`config.mk`:
```
export PLATFORM = sky130hd
export DESIGN_NAME = linear_network_multicast_pipe
export DESIGN_NICKNAME = d
export VERILOG_FILES = /design/src/rtl/linear_network_pkg.sv /design/src/rtl/linear_network_mc_stage.sv /design/src/rtl/linear_network_multicast_pipe.sv
export SDC_FILE = /design/constraint.sdc
export NUM_CORES = 1
export LEC_CHECK = 0
export BUFFER_PORTS_ARGS = -buffer_cell sky130_fd_sc_hd__buf_2
export CAP_MARGIN = 20
export CORE_UTILIZATION = 25
export CTS_CLUSTER_DIAMETER = 80
export DETAILED_ROUTE_END_ITERATION = 8
export GPL_TIMING_DRIVEN = 0
export HOLD_SLACK_MARGIN = 0.12
export PLACE_DENSITY_LB_ADDON = 0.3
export SLEW_MARGIN = 20
export SYNTH_ARGS = -nofsm -noshare
export SYNTH_HDL_FRONTEND = slang
export SYNTH_SLANG_ARGS = --single-unit
export TNS_END_PERCENT = 20
```
`constraint.sdc`:
```
create_clock -name clk -period 7.45 [get_ports clk]
set_input_delay 1.1175 -clock clk [delete_from_list [all_inputs] [get_ports clk]]
set_output_delay 1.1175 -clock clk [all_outputs]
set_load 0.05 [all_outputs]
```
`src/rtl/linear_network_pkg.sv`:
```
// Shared helpers for the linear multicast distribution network.
package linear_network_pkg;

  // Widest destination mask the helper supports (NUM_NODE must not exceed this).
  localparam int unsigned MAX_NODE = 64;

  typedef logic [MAX_NODE-1:0] mask_max_t;

  // Clears mask bits 0..k: the destinations already behind stage k.
  function automatic mask_max_t clear_low_bits(input mask_max_t mask, input int unsigned k);
    mask_max_t low;
    low = (mask_max_t'(1) << (k + 32'd1)) - mask_max_t'(1);
    return mask & ~low;
  endfunction

endpackage

```
`src/rtl/linear_network_mc_stage.sv`:
```
// One pipeline stage: holds a flit, delivers it to its own node and forwards
// the remaining destinations downstream, both under valid/ready handshakes.
module linear_network_mc_stage
  import linear_network_pkg::*;
#(
  parameter int unsigned DATA_WIDTH = 32,
  parameter int unsigned NUM_NODE   = 4,
  parameter int unsigned STAGE      = 0
) (
  input  logic                  clk,
  input  logic                  rst,
  input  logic                  en_i,
  // upstream link
  input  logic                  in_valid_i,
  output logic                  in_ready_o,
  input  logic [DATA_WIDTH-1:0] in_data_i,
  input  logic [NUM_NODE-1:0]   in_mask_i,
  // local node port
  output logic                  node_valid_o,
  input  logic                  node_ready_i,
  output logic [DATA_WIDTH-1:0] node_data_o,
  // downstream link
  output logic                  fwd_valid_o,
  input  logic                  fwd_ready_i,
  output logic [DATA_WIDTH-1:0] fwd_data_o,
  output logic [NUM_NODE-1:0]   fwd_mask_o
);

  logic                  vld_q,  vld_d;
  logic                  dlv_q,  dlv_d;
  logic [DATA_WIDTH-1:0] data_q, data_d;
  logic [NUM_NODE-1:0]   mask_q, mask_d;

  logic [NUM_NODE-1:0]   fwd_mask;
  logic                  node_hs;
  logic                  deliv_done;
  logic                  fwd_need;
  logic                  fwd_done;
  logic                  retire;
  logic                  load;

  // Delivery/forward/retire decisions and next-state of the stage registers.
  always_comb begin
    fwd_mask     = NUM_NODE'(clear_low_bits(MAX_NODE'(mask_q), STAGE));
    node_valid_o = en_i && vld_q && mask_q[STAGE] && !dlv_q;
    node_hs      = node_valid_o && node_ready_i;
    deliv_done   = !mask_q[STAGE] || dlv_q || node_hs;
    fwd_need     = |fwd_mask;
    // The whole flit moves on only once the local delivery is settled.
    fwd_valid_o  = en_i && vld_q && fwd_need && deliv_done;
    fwd_done     = !fwd_need || (fwd_valid_o && fwd_ready_i);
    retire       = en_i && vld_q && deliv_done && fwd_done;
    in_ready_o   = en_i && (!vld_q || retire);
    load         = in_valid_i && in_ready_o;

    node_data_o  = node_valid_o ? data_q : '0;
    fwd_data_o   = data_q;
    fwd_mask_o   = fwd_mask;

    vld_d  = vld_q;
    dlv_d  = dlv_q;
    data_d = data_q;
    mask_d = mask_q;
    if (load) begin
      vld_d  = 1'b1;
      dlv_d  = 1'b0;
      data_d = in_data_i;
      mask_d = in_mask_i;
    end else if (retire) begin
      vld_d  = 1'b0;
      dlv_d  = 1'b0;
    end else if (node_hs) begin
      // Remember a delivery made while the forward is still blocked.
      dlv_d  = 1'b1;
    end
  end

  // Stage state registers.
  always_ff @(posedge clk or posedge rst) begin
    if (rst) begin
      vld_q  <= 1'b0;
      dlv_q  <= 1'b0;
      data_q <= '0;
      mask_q <= '0;
    end else begin
      vld_q  <= vld_d;
      dlv_q  <= dlv_d;
      data_q <= data_d;
      mask_q <= mask_d;
    end
  end

endmodule

```
`src/rtl/linear_network_multicast_pipe.sv`:
```
// Pipelined linear distribution network: one input stream carried along a
// chain of stages, each flit delivered to every node in its destination mask.
module linear_network_multicast_pipe
  import linear_network_pkg::*;
#(
  parameter int unsigned DATA_WIDTH = 32,
  parameter int unsigned NUM_NODE   = 4
) (
  input  logic                           clk,
  input  logic                           rst,
  input  logic                           i_en,
  input  logic                           i_valid,
  output logic                           i_ready,
  input  logic [DATA_WIDTH-1:0]          i_data_bus,
  input  logic [NUM_NODE-1:0]            i_cmd,
  output logic [NUM_NODE-1:0]            o_valid,
  input  logic [NUM_NODE-1:0]            o_ready,
  output logic [DATA_WIDTH*NUM_NODE-1:0] o_data_bus
);

  logic                  in_valid  [NUM_NODE];
  logic                  in_ready  [NUM_NODE];
  logic [DATA_WIDTH-1:0] in_data   [NUM_NODE];
  logic [NUM_NODE-1:0]   in_mask   [NUM_NODE];
  logic                  fwd_valid [NUM_NODE];
  logic                  fwd_ready [NUM_NODE];
  logic [DATA_WIDTH-1:0] fwd_data  [NUM_NODE];
  logic [NUM_NODE-1:0]   fwd_mask  [NUM_NODE];

  logic                  unused_tail;

  // Input acceptance; flits with an empty mask are accepted and dropped.
  assign i_ready = i_en && !rst && in_ready[0];

  // The last stage never forwards, so its downstream link is left open.
  assign unused_tail = ^{fwd_valid[NUM_NODE-1], fwd_data[NUM_NODE-1], fwd_mask[NUM_NODE-1]};

  for (genvar k = 0; k < NUM_NODE; k++) begin : g_stage
    if (k == 0) begin : g_head
      assign in_valid[k] = i_valid && (i_cmd != '0);
      assign in_data[k]  = i_data_bus;
      assign in_mask[k]  = i_cmd;
    end else begin : g_link
      assign in_valid[k] = fwd_valid[k-1];
      assign in_data[k]  = fwd_data[k-1];
      assign in_mask[k]  = fwd_mask[k-1];
    end

    if (k == NUM_NODE - 1) begin : g_tail
      assign fwd_ready[k] = 1'b0;
    end else begin : g_mid
      assign fwd_ready[k] = in_ready[k+1];
    end

    linear_network_mc_stage #(
      .DATA_WIDTH (DATA_WIDTH),
      .NUM_NODE   (NUM_NODE),
      .STAGE      (k)
    ) u_stage (
      .clk          (clk),
      .rst          (rst),
      .en_i         (i_en),
      .in_valid_i   (in_valid[k]),
      .in_ready_o   (in_ready[k]),
      .in_data_i    (in_data[k]),
      .in_mask_i    (in_mask[k]),
      .node_valid_o (o_valid[k]),
      .node_ready_i (o_ready[k]),
      .node_data_o  (o_data_bus[k*DATA_WIDTH +: DATA_WIDTH]),
      .fwd_valid_o  (fwd_valid[k]),
      .fwd_ready_i  (fwd_ready[k]),
      .fwd_data_o   (fwd_data[k]),
      .fwd_mask_o   (fwd_mask[k])
    );
  end

endmodule

```
# Word level (Yosys, flattened, before mapping)
# Index checks and enable logic that the tools add are counted.
# Widths: inputs -> output; s select.
# totals
regBits,146
latch_bits,0
mem_bits_rw,0
rom_bits,0
input_bits,44
output_inout_bits,133
word_cells,122
memories,0
# classes
n_addsub,0
n_mul,0
div_mod_pow,0
magnitude_cmp,0
n_eq_ne,0
shift,0
mux,24
bitwise,0
n_reduce_logical,82
# ops
op,count
$mux 32,4
$logic_and 1x1->1,40
$mux 1,20
$logic_not 1->1,16
$logic_or 1x1->1,15
$reduce_bool 3->1,4
$reduce_bool 2->1,4
$reduce_bool 4->1,1
$reduce_or 3->1,1
$reduce_or 2->1,1

# Logic depth before layout (Yosys ltp)
# Gate-level depths: netlist of run 1.
# logic_depth
word_depth,25
depth_mapped,8
ltp_nobuf,5

# Cells and area by module
# A second synthesis of run 1 with hierarchy kept.
# hier_totals
cells_unflattened,523
hier_area_um2,6954.2
# by_module_without_submodules
module,n_inst,cells_per_inst,area_per_inst_um2,seq_area_each_um2
linear_network_mc_stage at g_stage[1].u_stage,1,132,1850.5,925.9
linear_network_mc_stage at g_stage[0].u_stage,1,136,1769.2,950.9
linear_network_mc_stage at g_stage[2].u_stage,1,128,1681.6,900.9
linear_network_mc_stage at g_stage[3].u_stage,1,124,1629.1,875.8
linear_network_multicast_pipe,1,3,23.8,0.0

# Worst setup path after synthesis of run 1
# No wires, ideal clock.
# synth_path
path_type,input to output
start,input port rst
end,output port i_ready
arrival_ns,4.960
required_time_ns,6.332
setup_slack_ns,1.373
cell_stages,2
path_buffers,0
path_cell_list,inv_1 and3_1
# synth_via
elab_chain_len,3
# synth_lines
item,line_no,text
start: declaration,linear_network_multicast_pipe.sv:10,"input logic rst,"
$logic_not 1->1 (no source line),-,
$logic_and 1x1->1 (2 in a row),linear_network_multicast_pipe.sv:33,assign i_ready = i_en && !rst && in_ready[0];
end: declaration,linear_network_multicast_pipe.sv:13,"output logic i_ready,"
# No other way between the ends.

# Final worst setup path of run 1
# layout_path
start,input port i_en
end,output port o_data_bus[95]
# layout_via
elab_chain_len,4
# layout_lines
item,line_no,text
start: declaration,linear_network_multicast_pipe.sv:11,"input logic i_en,"
$logic_and 1x1->1 (3 in a row),linear_network_mc_stage.sv:45,node_valid_o = en_i && vld_q && mask_q[STAGE] && !dlv_q;
$mux 32,linear_network_mc_stage.sv:56,node_data_o = node_valid_o ? data_q : '0;
end: declaration,linear_network_multicast_pipe.sv:18,output logic [DATA_WIDTH*NUM_NODE-1:0] o_data_bus
# No other way between the ends.

==> flow_summary.ini, run 1 <==
[outcome]
status = finished clean

[sta]
slew_headroom = 0.3224
hold_violations = 0
maxSlewViolCount = 0
fmaxAchievable_mhz = 229.9
finClkSkew_ps = 8.692
whs_ps = 488.2
worst_slew_pin_slew_ps = 1014
rsz0062_at_grt = no
min_period_ps = 4349
post-route-period-util = 0.5837
setup_tns_ps = 0
finalSetupViolCount = 0

[cells_and_area]
layout.nets = 742
diodes = 0
drive_gt1_frac = 0.4986
post-route-util = 0.3297
num-fill-cells = 2681
areaGrowthSynthToFinish_pct = 29.87

[worst_hold_path]
min_from = g_stage[3].u_stage.mask_q[3]$_DFFE_PP0P_
min_to = g_stage[3].u_stage.mask_q[3]$_DFFE_PP0P_
hold_path_depth = 1
min_path_type = reg -> reg

[yosys]
netlist.area_leader.share = 0.5538
synth_warnings = 0
synth_area_leaders = dfrtp_1, mux2_2, and2_1, mux2_4, mux2_1
async_flop_share = 1.000
syn_inst = 502
avgSynthCellArea_um2 = 13.14
syn_nets = 546
synth_top_flop_cell = dfrtp_1
ys_ff_latch = 146
yosysTopAreaCell = dfrtp_1
ys_seq_area_frac = 0.5538
synth_cell_types = 38
synth_edf_count = 0
syn_area_um2 = 6598

[critical_path]
rr_worst_depth = 6
cp.required_ps = 6330
cp.arrival_ps = 3230
path_buf_inv = 3
critPathMaxFanout = 10
r2r-end = g_stage[0].u_stage.fwd_data_o[8]$_DFFE_PP0P_
cpPeakStageDelay_ps = 830
crit_chain = buf_4 > nand2_2 > nor3b_1 > clkbuf_1 > and2_1 > buf_2
timing.rr.start = g_stage[3].u_stage.mask_q[3]$_DFFE_PP0P_
crit_family = simple AND/OR/NAND/NOR gates
crit_path_end_kind = primary output
start_kind = input port
crit_type = in -> out
slowest_stage = nor3b_1
r2r_slack_ps = 4720

[die]
io_pins = 177
core.rowCount = 59
fp.dieW_um = 164.5
die_y_um = 164.5
initial_core_util = 0.2539
coreArea_um2 = 25980
dieArea_um2 = 27040

[route]
ant_nets = 0
wl_um = 17070
met2WireLength_um = 8117
m1WireLength_um = 7990
highest_layer = met4
vias = 4431
drt_iter0_drc = 140
wl_per_cell_um = 16.33
drc = 0
avgViaCountPerCell = 4.240
wl_met3_um = 800
drt_pass1_iterations = 4

[clock_tree]
htreeDepth = 4
cts_tree = yes
clkLatencyLatePin_ps = 420
post_cts_buffers = 0
clk_pin_slew_worst_paths_ps = 60
ctsHoldBuffers = 0
cts_resized = 0
clk_path_buf_depth = 2
cts.sinks = 146
cts_root_buf = clkbuf_16
cts_buffers = 17

[global_route]
grt_max_degree = 85
grtUsageTotal = 0.1328
grt_pass1_vias = 4430
antenna_found_initial = 0
grt_pass1_wl_um = 26530
overflow = 0

[placement]
post-dp-hpwl_um = 12230
port_buffers = 175
place_congestion = 0.7055

[power_and_ir_drop]
max-vdd-ir-drop_mv = 0.1483
power_frac_comb = 0.371
p_int_w = 0.002341
leakagePower_nw = 4.248
pwr-share-clk = 0.244
total_power_w = 0.003751
switching_share = 0.3759
cellPowerDensity_nw_per_um2 = 437.7
p_seq_frac = 0.385
switching_power_w = 0.001410

[flow_run]
maxCapViolations = 0
[area by class of cell]
cell class | count | area (µm²) | area share
sequential | 146 | 3654 | 0.4264
timing repair buffer | 177 | 910.9 | 0.1063
buffer | 33 | 185.2 | 0.02161
inverter | 4 | 22.52 | 0.002629
tap | 335 | 419.2 | 0.04892
multi-input combinational | 319 | 2754 | 0.3214
clock buffer | 19 | 452.9 | 0.05286
clock inverter | 12 | 170.2 | 0.01986
[power groups by stage]
stage	combinational, W	clock (W)	sequential (W)
5_1_grt	0.00150	0.000985	0.00152
2_1_floorplan	0.00114	0	0.00136
3_5_place_dp	0.00141	0	0.00146
3_3_place_gp	0.00139	0	0.00145
4_1_cts	0.00142	0.000948	0.00145
6_report	0.00139	0.000917	0.00144
[cells by family after synthesis]
family / count (synthesis) / share of synthesized area
muxes: 131 / 0.2350
and+or+nand+nor: 163 / 0.1498
buffers and inverters: 37 / 0.03034
DFF: 146 / 0.5538
AOI/OAI and AO/OA: 25 / 0.03111
[cell usage after synthesis (all sizes together) (3+ instances only)]
master,n
dfrtp,146
mux2,131
buf,16
inv,4
nand2,13
clkbuf,17
nor3b,4
a311oi,3
a21oi,5
nor3,3
and2,130
a22o,5
nor2,3
[routing by layer]
metal | GRT usage | vias to the layer above
li1 | - | 2114
met1 | 0.1805 | 2197
met2 | 0.2108 | 110
met3 | 0.03114 | 10
met4 | 0.03628 | 0
met5 | 0 | -
[layout by cell type, fill, tap and decap left out, types with 2 or more instances in the layout]
cell type / n
nor2_1: 3
a22o_1: 5
mux2_1: 8
clkbuf_16: 17
buf_2: 179
buf_6: 3
inv_1: 3
mux2_2: 103
inv_8: 2
a311oi_1: 2
clkbuf_8: 2
o21ai_0: 2
a21oi_1: 5
and2_1: 130
inv_6: 5
mux2_4: 20
nor3_1: 2
and3_1: 2
clkinv_4: 2
bufinv_16: 3
clkbuf_1: 17
nand2b_1: 2
dfrtp_1: 146
nand2_1: 12
nor3b_1: 3
buf_4: 10
[worst register-to-register path, delay by kind of cell (launching register included)]
family                 cells  cell delay [ps]
AND/OR/NAND/NOR            1              160
multiplexers               1              320
buffers and inverters      1              300
AO/OA/AOI/OAI              3             1450
flip-flops                 1              380
[sequential cells by signal, summed over array words and instances, names as in the netlist]
| register | count |
|---|---|
| g_stage.u_stage.fwd_data_o | 128 |
| g_stage.u_stage.mask_q | 10 |
| g_stage.u_stage.dlv_q | 4 |
| g_stage.u_stage.vld_q | 4 |
[stage by stage]
stage               instances  cell area, µm²  setup slack, ps
floorplan                 502            6598             1373
global placement         1012            7893           -222.5
detailed placement       1014            7945             2993
CTS                      1045            8568             2986
global route             1045            8568             2870
finish                   1045            8568             3101
[how the worst max path moves through the flow]
stage	from	to	slack (ps)	cells after the start
floorplan	rst	i_ready	1370	2
global placement	rst	i_ready	-220	4
detailed placement	i_en	o_data_bus[93]	2990	6
CTS	i_en	o_data_bus[93]	2990	6
global route	i_en	o_data_bus[95]	2870	6
finish	i_en	o_data_bus[95]	3100	6
(Power assumes the default switching activity.)
==> run 2: changes to the inputs <==
clock period = 4.07 ns   (was 7.45 ns; I/O delays follow)
==> run 2 against run 1 <==
  * Cell area grew 1.0%
  * Global-route usage grew 0.26 points
  * Setup slack lost 2400 ps
  * Critical path type is now reg -> out
  * Clock power grew 88%
  * Power grew 84%
  * Non-clock buffer count grew 4
  * First-iteration DRC count grew 13%
  * Critical endpoint is now o_data_bus[94]
==> flow_summary.ini, run 2 (synthesis results as in run 1) <==
[clock_tree]
clk_pin_slew_worst_paths_ps = 70
clk_path_buf_depth = 2
htreeDepth = 4
cts_resized = 0
ctsHoldBuffers = 0
clkLatencyLatePin_ps = 420
cts_buffers = 17
post_cts_buffers = 0
cts_tree = yes
cts.sinks = 146
cts_root_buf = clkbuf_16

[power_and_ir_drop]
cellPowerDensity_nw_per_um2 = 798.3
leakagePower_nw = 4.288
max-vdd-ir-drop_mv = 0.2796
total_power_w = 0.006910

[cells_and_area]
largest_register_ffs = 128
diodes = 0
mostFrequentLayoutCell = buf_2
areaGrowthSynthToFinish_pct = 31.20
regArea_um2 = 3654
design_area_um2 = 8656
drive_gt1_frac = 0.5028
layout.nets = 746
instances_no_fill = 1049
layout_common_cells = buf_2, dfrtp_1, and2_1
multi_input_comb_area_um2 = 2755
num-fill-cells = 2638

[placement]
post-dp-hpwl_um = 12500
placed_cell_area_um2 = 8019
place_congestion = 0.7192
port_buffers = 175
placed_cells = 1018

[sta]
finalSetupViolCount = 0
hold_violations = 0
fmaxAchievable_mhz = 297.1
rsz0062_at_grt = no
maxSlewViolCount = 0
worst_slew_pin_slew_ps = 907.6
post-route-period-util = 0.8271
slew_headroom = 0.3936
finClkSkew_ps = 10.19
min_period_ps = 3366
whs_ps = 198.8

[route]
drc = 0
avgViaCountPerCell = 4.268
ant_nets = 0
drt_pass1_iterations = 6
drt_iter0_drc = 158
wl_um = 17250
vias = 4477
wl_per_cell_um = 16.45

[global_route]
grt_pass1_wl_um = 27140
overflow = 0
antenna_found_initial = 0
grtUsageTotal = 0.1354
grt_max_degree = 32
grt_pass1_vias = 4629

[die]
core.rowCount = 59
fp.dieW_um = 164.5
coreArea_um2 = 25980
die_y_um = 164.5
io_pins = 177
initial_core_util = 0.2539
dieArea_um2 = 27040

[critical_path]
slowest_stage = nor3b_1
cp.required_ps = 3460
path_buf_inv = 2
critPathMaxFanout = 10
cpPeakStageDelay_ps = 750
cp.arrival_ps = 2760
r2r_slack_ps = 1330
crit_type = reg -> out
start_kind = register
crit_family = simple AND/OR/NAND/NOR gates
crit_chain = nand2_2 > nor3b_1 > clkbuf_1 > and2_1 > buf_2
crit_path_end_kind = primary output

[worst_hold_path]
min_path_type = in -> async

[outcome]
status = finished clean

[flow_run]
maxCapViolations = 0
==> run 2: area by class of cell <==
| cell class | count | share of cell area |
|---|---|---|
| Tap cell | 335 | 0.04842 |
| Sequential cell | 146 | 0.4221 |
| Clock buffer | 18 | 0.05074 |
| Timing Repair Buffer | 181 | 0.1141 |
| Inverter | 4 | 0.002168 |
| Multi-Input combinational cell | 319 | 0.3183 |
| Clock inverter | 13 | 0.02284 |
| Buffer | 33 | 0.02139 |
==> run 2: per-stage QoR <==
stage	util	setup TNS (ps)	setup slack [ps]
detailed placement	0.3086	0	623.1
CTS	0.3331	0	505.2
global route	0.3331	0	374.9
global placement	0.3039	-1372	-1372
finish	0.3331	0	703.7
floorplan	-	0	13.96
==> run 2: final timing paths <==
check	from	cells past startpoint	to
worst min-delay path	rst	2	g_stage[2].u_stage.fwd_data_o[4]$_DFFE_PP0P_
worst max-delay path	g_stage[2].u_stage.vld_q$_DFFE_PP0N_	5	o_data_bus[94]
max in group asynchronous	rst	5	g_stage[2].u_stage.fwd_data_o[25]$_DFFE_PP0P_
worst min register to register	g_stage[3].u_stage.mask_q[3]$_DFFE_PP0P_	1	g_stage[3].u_stage.mask_q[3]$_DFFE_PP0P_
min in group clk	i_data_bus[4]	2	g_stage[0].u_stage.fwd_data_o[4]$_DFFE_PP0P_
worst max register to register	g_stage[3].u_stage.mask_q[3]$_DFFE_PP0P_	6	g_stage[0].u_stage.fwd_data_o[15]$_DFFE_PP0P_
==> run 2: metal layers <==
layer / vias to the layer above / track usage / wire length (µm)
met4: 0 / 0.04045 / 150
met3: 10 / 0.03415 / 791
met2: 105 / 0.2202 / 8294
met1: 2247 / 0.1767 / 8015
li1: 2115 / - / -
met5: - / 0 / 0
==> run 2: power breakdown <==
part           leakage (nW)  internal (W)  switching, W
Combinational          2.19       0.00112       0.00144
Clock                 0.314       0.00106      0.000659
Sequential             1.78       0.00217      0.000473
Total                  4.29       0.00434       0.00257
==> run 3: changes to the inputs <==
clock period = 3 ns   (was 4.07 ns; I/O delays follow)
==> run 3 against run 2 <==
  * First-iteration DRC count rose by 10%
  * Final cell count unchanged
  * Non-clock buffer count unchanged
  * Cell area is 0.33% higher
  * Global-route usage is essentially flat
  * Sequential power grew 36%
  * Routed wire length up 0.18%
  * Register-to-register slack got worse by 1100 ps
  * Clock skew decreased by 0.85 ps
  * Critical endpoint is now i_ready
==> flow_summary.ini, run 3 (synthesis results as in run 1) <==
[die]
die_y_um = 164.5
coreArea_um2 = 25980
core.rowCount = 59
fp.dieW_um = 164.5
dieArea_um2 = 27040
initial_core_util = 0.2539
io_pins = 177

[critical_path]
cpPeakStageDelay_ps = 420
r2r-end = g_stage[0].u_stage.fwd_data_o[15]$_DFFE_PP0P_
critPathMaxFanout = 4
crit_type = reg -> out
start_kind = register
timing.rr.start = g_stage[3].u_stage.mask_q[3]$_DFFE_PP0P_
crit_family = compound AO/OA/AOI/OAI gates
slowest_stage = a311o_1
rr_worst_depth = 6
r2r_slack_ps = 220
crit_chain = nor3b_1 > a311o_1 > a22o_1 > a31oi_2 > and3_2 > buf_2
path_buf_inv = 1
cp.arrival_ps = 2400
crit_path_end_kind = primary output
cp.required_ps = 2550

[power_and_ir_drop]
max-vdd-ir-drop_mv = 0.3793
cellPowerDensity_nw_per_um2 = 1082
leakagePower_nw = 4.303

[worst_hold_path]
hold_path_depth = 2
min_path_type = in -> reg
min_to = g_stage[0].u_stage.fwd_data_o[4]$_DFFE_PP0P_
min_from = i_data_bus[4]

[sta]
rsz0062_at_grt = yes
slew_headroom = 0.4816
hold_violations = 0
finClkSkew_ps = 9.343
finalSetupViolCount = 0
whs_ps = 250.5
fmaxAchievable_mhz = 350.3
timing.final.ws_setup_ps = 145.2
maxSlewViolCount = 0
min_period_ps = 2855
worst_slew_pin_slew_ps = 777.6
post-route-period-util = 0.9516

[clock_tree]
htreeDepth = 4
post_cts_buffers = 0
cts.sinks = 146
clk_path_buf_depth = 2
cts_tree = yes
clk_pin_slew_worst_paths_ps = 70
clkLatencyLatePin_ps = 420
cts_root_buf = clkbuf_16
cts_buffers = 17

[global_route]
antenna_found_initial = 0
grt_pass1_vias = 4644
grt_pass1_wl_um = 27230
grtUsageTotal = 0.1357
overflow = 0
grt_max_degree = 32

[placement]
post-dp-hpwl_um = 12500
place_congestion = 0.7192
dpl_worst_slack_ps = -125.9
port_buffers = 175

[cells_and_area]
diodes = 0
layout.nets = 746
num-fill-cells = 2640
largest_register_ffs = 128
drive_gt1_frac = 0.5112
areaGrowthSynthToFinish_pct = 31.63
mostFrequentLayoutCell = buf_2
layout_common_cells = buf_2, dfrtp_1, and2_1

[flow_run]
maxCapViolations = 0

[route]
wl_per_cell_um = 16.47
drt_pass1_iterations = 6
vias = 4479
ant_nets = 0
wl_um = 17280
drc = 0
avgViaCountPerCell = 4.270
drt_iter0_drc = 174

[outcome]
status = finished clean
[run 3: cell types whose count changed in the layout (fill, tap and decap cells not counted)]
cell / change
a31oi_1: -1
a31oi_2: +1
and3b_1: -1
and3b_2: +1
clkbuf_1: -4
clkbuf_2: +3
dlygate4sd3_1: +1
nor3b_1: -1
nor3b_4: +1
[run 3: power breakdown]
group	total (W)	leakage (nW)	internal, W	switching (W)
registers	0.00358	1.78	0.00294	0.000645
logic	0.00348	2.21	0.00153	0.00196
clock network	0.00233	0.314	0.00143	0.000896
[run 3: worst max-delay path by stage]
| stage | start | endpoint | slack, ps | cells after the start |
|---|---|---|---|---|
| floorplan | rst | i_ready | -740 | 2 |
| global placement | rst | i_ready | -2120 | 4 |
| detailed placement | i_en | o_data_bus[94] | -130 | 6 |
| CTS | g_stage[2].u_stage.vld_q$_DFFE_PP0N_ | o_data_bus[73] | 50 | 5 |
| global route | g_stage[3].u_stage.vld_q$_DFFE_PP0N_ | o_data_bus[126] | -20 | 5 |
| finish | g_stage[3].u_stage.mask_q[3]$_DFFE_PP0P_ | i_ready | 150 | 6 |
[run 3: final cells by class]
type                            instances  area [µm²]  area share
Timing Repair Buffer                  182       997.2      0.1148
Clock buffer                           18       439.2     0.05057
Sequential cell                       146        3654      0.4207
Buffer                                 32       185.2     0.02132
Multi-Input combinational cell        319        2774      0.3194
Tap cell                              335       419.2     0.04826
Inverter                                4       18.77    0.002161
Clock inverter                         13       197.7     0.02276
[run 3: timing repair]
| item | 4_1_cts | 5_1_grt |
|---|---|---|
| endpoints found under the setup margin | 67 | 16 |
| gates cloned | 0 | 0 |
| endpoints found under the hold margin | 18 | 0 |
| hold buffers | 1 | 0 |
| gates resized for setup | 5 | 3 |
[run 3: routing by layer]
layer  share of wire  global-route usage
met5               0                   0
met4          0.0087             0.04045
met3           0.046             0.03415
met2            0.48              0.2209
met1            0.46              0.1770
[run 3: stage by stage]
stage	cells	setup TNS [ps]	utilization	total power, W	cell area, µm²
final	1049	0	0.3342	0.009396	8685
after global placement	1012	-75890	0.3039	0.007073	7898
after floorplan	502	-735.0	-	0.006189	6603
after detailed placement	1018	-930.1	0.3086	0.007163	8019
after global routing	1049	-44.08	0.3342	0.01004	8685
after CTS	1049	0	0.3339	0.009576	8677
[run 3: worst register-to-register path, stage by stage, from the launching register on]
cell	delay, ps
dfrtp_1	400
nor3b_1	170
a311o_1	420
a22o_1	280
a311oi_4	750
buf_6	310
mux2_4	330
